**config.mk**
```make
export PLATFORM = sky130hd
export DESIGN_NAME = fifo_write_arbiter
export DESIGN_NICKNAME = d
export VERILOG_FILES = /design/src/rtl/fifo_write_arbiter.sv
export SDC_FILE = /design/constraint.sdc
export NUM_CORES = 1
export LEC_CHECK = 0
export ABC_AREA = 1
export CORE_ASPECT_RATIO = 0.75
export CORE_MARGIN = 8
export CORE_UTILIZATION = 34
export DETAILED_ROUTE_END_ITERATION = 8
export PLACE_DENSITY = 0.8
export SYNTH_ARGS = -nofsm -noshare
export SYNTH_HDL_FRONTEND = slang
export SYNTH_SLANG_ARGS = --single-unit
```
**constraint.sdc**
```tcl
create_clock -name clk -period 1.4 [get_ports clk]
set_input_delay 0.21 -clock clk [delete_from_list [all_inputs] [get_ports clk]]
set_output_delay 0.21 -clock clk [all_outputs]
set_load 0.02 [all_outputs]
```
**src/rtl/fifo_write_arbiter.sv**
```systemverilog
// Round-robin burst arbiter: N requesters share one FIFO write port, up to MAX_BURST beats per grant.
// Beats are zero-latency (gnt/fifo_wr_en combinational); fifo_full stalls the burst in place without losing ownership.
module fifo_write_arbiter #(
   parameter int W         = 8,
   parameter int N         = 4,
   parameter int MAX_BURST = 4
) (
   input  logic                 clk,
   input  logic                 rst,
   input  logic [N-1:0]         req,
   input  logic [N*W-1:0]       din,
   output logic [N-1:0]         gnt,
   input  logic                 fifo_full,
   output logic                 fifo_wr_en,
   output logic [W-1:0]         fifo_din,
   output logic [$clog2(N)-1:0] owner,
   output logic                 busy
);

   localparam int OW = $clog2(N);
   localparam int CW = $clog2(MAX_BURST + 1);

   typedef enum logic {
      IDLE  = 1'b0,
      BURST = 1'b1
   } state_e;

   state_e          state_q, state_d;
   logic [OW-1:0]   rr_ptr_q, rr_ptr_d;
   logic [OW-1:0]   owner_q, owner_d;
   logic [CW-1:0]   beat_cnt_q, beat_cnt_d;

   logic [W-1:0]    din_w [N];
   logic [OW-1:0]   owner_nxt;
   logic [OW-1:0]   pick;
   logic [OW-1:0]   cand;
   logic            pick_vld;
   logic            own_req;
   logic            beat;
   logic            last_beat;
   int              cand_i;

   for (genvar g = 0; g < N; g++) begin : g_unpack
      assign din_w[g] = din[g*W +: W];
   end

   assign own_req   = req[owner_q];
   assign beat      = (state_q == BURST) && own_req && !fifo_full;
   assign last_beat = beat && (beat_cnt_q == CW'(MAX_BURST - 1));
   assign owner_nxt = (owner_q == OW'(N - 1)) ? '0 : owner_q + OW'(1);

   // Scan rr_ptr, rr_ptr+1, ... with wrap; first set request wins.
   always_comb begin
      pick     = '0;
      pick_vld = 1'b0;
      cand_i   = 0;
      cand     = '0;
      for (int i = 0; i < N; i++) begin
         cand_i = int'(rr_ptr_q) + i;
         if (cand_i >= N) begin
            cand_i = cand_i - N;
         end
         cand = OW'(cand_i);
         if (!pick_vld && req[cand]) begin
            pick     = cand;
            pick_vld = 1'b1;
         end
      end
   end

   always_ff @(posedge clk or negedge rst) begin
      if (!rst) begin
         state_q    <= IDLE;
         rr_ptr_q   <= '0;
         owner_q    <= '0;
         beat_cnt_q <= '0;
      end else begin
         state_q    <= state_d;
         rr_ptr_q   <= rr_ptr_d;
         owner_q    <= owner_d;
         beat_cnt_q <= beat_cnt_d;
      end
   end

   always_comb begin
      state_d    = state_q;
      rr_ptr_d   = rr_ptr_q;
      owner_d    = owner_q;
      beat_cnt_d = beat_cnt_q;
      case (state_q)
         IDLE: begin
            if (!fifo_full && pick_vld) begin
               owner_d    = pick;
               beat_cnt_d = '0;
               state_d    = BURST;
            end
         end
         BURST: begin
            if (beat) begin
               beat_cnt_d = beat_cnt_q + CW'(1);
            end
            // A dropped request or a full burst both hand priority to the next index.
            if (!own_req || last_beat) begin
               state_d  = IDLE;
               rr_ptr_d = owner_nxt;
            end
         end
         default: begin
            state_d = IDLE;
         end
      endcase
   end

   always_comb begin
      gnt        = '0;
      fifo_wr_en = 1'b0;
      busy       = (state_q == BURST);
      if (beat) begin
         gnt[owner_q] = 1'b1;
         fifo_wr_en   = 1'b1;
      end
   end

   assign fifo_din = din_w[owner_q];
   assign owner    = owner_q;

endmodule

```
==> results.json <==
{
  "status": "complete, but fails checks",
  "violated_checks": "negative setup slack",
  "insertion_delay_ps": 240,
  "top_fanout_value_on_the_critical_path": 6,
  "grt_max_degree": 15,
  "quantity_of_i_o_buffers_inserted_on_ports": 54,
  "1st_iter_drt_viols": 53,
  "synth_nets": 203,
  "cp_slowest_cell": "sky130_fd_sc_hd__dfrtp_2",
  "clock.fmax_ghz": 0.582,
  "finalWeightedCongestion": 0.789,
  "critPathTopFamily": "simple AND/OR/NAND/NOR gates",
  "cts-buffers-inserted": 3,
  "detailed_place_hpwl_um": 2940,
  "finalWirelength_um": 4270,
  "worst_ir_drop_vdd_mv": 0.977,
  "area_share_of_the_leading_cell_type_in_the_synthesized_netlist_pct": 20.7,
  "yosys.cell_types.count": 23,
  "slowest_delay_ps": 450,
  "detail_route.drc_violations": 0,
  "cell_with_the_most_instances_after_synthesis": "sky130_fd_sc_hd__nand2_1",
  "finalClockSkew_ps": 4.82,
  "finalCriticalPeriod_ps": 1720,
  "drt.antenna.violating_nets": 0,
  "critPathLaunchType": "flop",
  "grt_use_total_pct": 15.2,
  "synthTopCellsByCount": "sky130_fd_sc_hd__nand2_1, sky130_fd_sc_hd__nor2_1, sky130_fd_sc_hd__o21ai_0, sky130_fd_sc_hd__nand3_1",
  "rows": 16,
  "max_cap_violations": 0,
  "power.static_leakage_nw": 0.988,
  "tns_ps": -3960,
  "cts_tree": "yes",
  "synth_area_leaders": "sky130_fd_sc_hd__dfrtp_1, sky130_fd_sc_hd__nand2_1, sky130_fd_sc_hd__o21ai_0",
  "clock_power_share_pct": 6.7,
  "share_of_power_burned_in_combinational_logic_pct": 82.0,
  "worstSetupPathType": "reg2out",
  "timing_worst_slew_pin_value_ps": 376,
  "grt_first_pass_wirelength_um": 6230,
  "die_x_um": 77.5,
  "internal_power_mw": 2.29,
  "synthToLayoutAreaGrowth_pct": 117,
  "grt_antenna_before_repair": 0,
  "number_of_failing_hold_endpoints_at_the_final_stage": 0,
  "clk_root_buffer_cell": "sky130_fd_sc_hd__clkbuf_8",
  "core_region_area_um2": 2660,
  "switching_share_pct": 50.0,
  "layout_setup_ws_ps": -317,
  "dr_total_vias": 1414,
  "postSynthCellCount": 158,
  "finalCritPeriodShare_pct": 123,
  "synth_async_sr_flop_share_pct": 100,
  "sequential_share_of_the_synthesized_area_pct": 20.7,
  "nFillCells": 185,
  "post_route_cells_drive_above_1_share_pct": 47.5,
  "syn-cell-area_um2": 966,
  "ys_warn_count": 0,
  "numClockSinks": 8,
  "setup.worst_path.end_class": "output pin",
  "boundaryPins": 55,
  "worstPathCellList": "inv_4 -> nand2_2 -> nand2_2 -> nand2_2 -> o21ai_4 -> nand3_4 -> nor2_4 -> buf_6",
  "dr.pass1.iters": 4,
  "wire_per_inst_um": 15.5,
  "post-route-cell-area_um2": 2100,
  "power.sequential.fraction_pct": 11.3,
  "die_h_um": 62.2,
  "arrival_ps": 1510,
  "dpl_cell_area_um2": 1770,
  "critical_path_required_ps": 1190,
  "timing.critical_path.depth": 8,
  "ys_ff_latch": 8,
  "cp_num_buf_inv": 2,
  "via_per_inst": 5.12,
  "post_synth_edffs": 0,
  "relSlewSlack_pct": 74.8,
  "synth_top_area_cell": "sky130_fd_sc_hd__dfrtp_1",
  "timing.hold.ws_ps": 255,
  "worst_hold_path_type": "in2async",
  "syn_area_per_cell_um2": 6.11,
  "worstRegToRegCells": 8,
  "critical-path-top-cell-by-count": "sky130_fd_sc_hd__nand2_2",
  "cts_hold_repair.buffers": 0,
  "vias_in_the_first_global_route": 1378,
  "rsz0062_at_grt": "true",
  "antenna-diode-count": 0,
  "grt_overflow_total": 0,
  "setup_viol": 22,
  "total_power_mw": 4.57,
  "floorplan.die_area_um2": 4820,
  "clk_pin_slew_worst_paths_ps": 50,
  "clk_path_buf_depth": 2,
  "clock_tree.htree_level_count": 1,
  "floorplan.initialDensity_pct": 36.3,
  "drv_slew": 0,
  "postSynth.topFlopCell": "sky130_fd_sc_hd__dfrtp_1",
  "p_switching_mw": 2.28,
  "layout.nets": 286,
  "p_per_area_nw_per_um2": 2180
}
power groups by stage:
stage	Sequential, mW	Clock (mW)	Combinational [mW]
detailed placement	0.462	0	2.94
global placement	0.456	0	2.85
floorplan	0.504	0	1.79
global route	0.527	0.327	4.06
CTS	0.475	0.312	3.16
finish	0.516	0.308	3.75
placed cells by master (no fill, tap or decap), drive strengths merged, types with 6 or more instances in the layout:
cell type,count
buf,40
clkbuf,7
clkdlybuf4s50,35
dfrtp,8
ha,6
inv,14
nand2,48
nand3,14
nor2,27
o21ai,24
o22ai,8
cell type report:
| type | instances | area, um^2 | area share [%] |
|---|---|---|---|
| Tap cell | 36 | 45.0 | 2.14 |
| Clock buffer | 4 | 45.0 | 2.14 |
| Timing Repair Buffer | 83 | 832 | 39.6 |
| Inverter | 15 | 61.3 | 2.92 |
| Sequential cell | 8 | 205 | 9.77 |
| Multi-Input combinational cell | 130 | 912 | 43.4 |
what timing repair did:
| item | CTS | global route |
|---|---|---|
| gates cloned | 0 | 2 |
| setup buffers | 4 | 3 |
| pin swaps | 9 | 22 |
| setup endpoints to repair | 22 | 23 |
| gates resized for setup | 103 | 49 |
| hold endpoints to repair | 0 | 0 |
per-stage QoR:
stage	utilization, %	std cells	setup slack [ps]
floorplan	-	158	-59.6
global placement	66.5	263	-767
detailed placement	66.5	263	-781
CTS	71.1	271	-334
global route	78.9	276	-367
finish	78.9	276	-317
worst paths after layout:
kind / from / to / slack (ps)
max in group asynchronous: rst / rr_ptr_q[0] / 850
min in group clk: beat_cnt_q[1] / beat_cnt_q[1] / 520
min reg2reg: beat_cnt_q[1] / beat_cnt_q[1] / 520
max: owner[0] / gnt[0] / -320
max reg2reg: owner[0] / rr_ptr_q[0] / -150
min: rst / beat_cnt_q[2] / 250
metal layers:
| layer | wire length, um | track usage, % |
|---|---|---|
| met5 | 0 | 0 |
| met4 | 53 | 3.99 |
| met3 | 269 | 5.75 |
| met2 | 2140 | 25.7 |
| met1 | 1810 | 17.6 |
flip-flops by register name, summed over array words and instances, names as in the netlist:
name,flops
busy,1
rr_ptr_q,2
beat_cnt_q,3
owner,2
kinds of logic after synthesis:
family	synth area share (%)
compound gates	19.3
fa+ha+maj	7.77
buf+inv	8.81
flops	20.7
simple gates	43.4
Power figures use the tool's default switching activity.
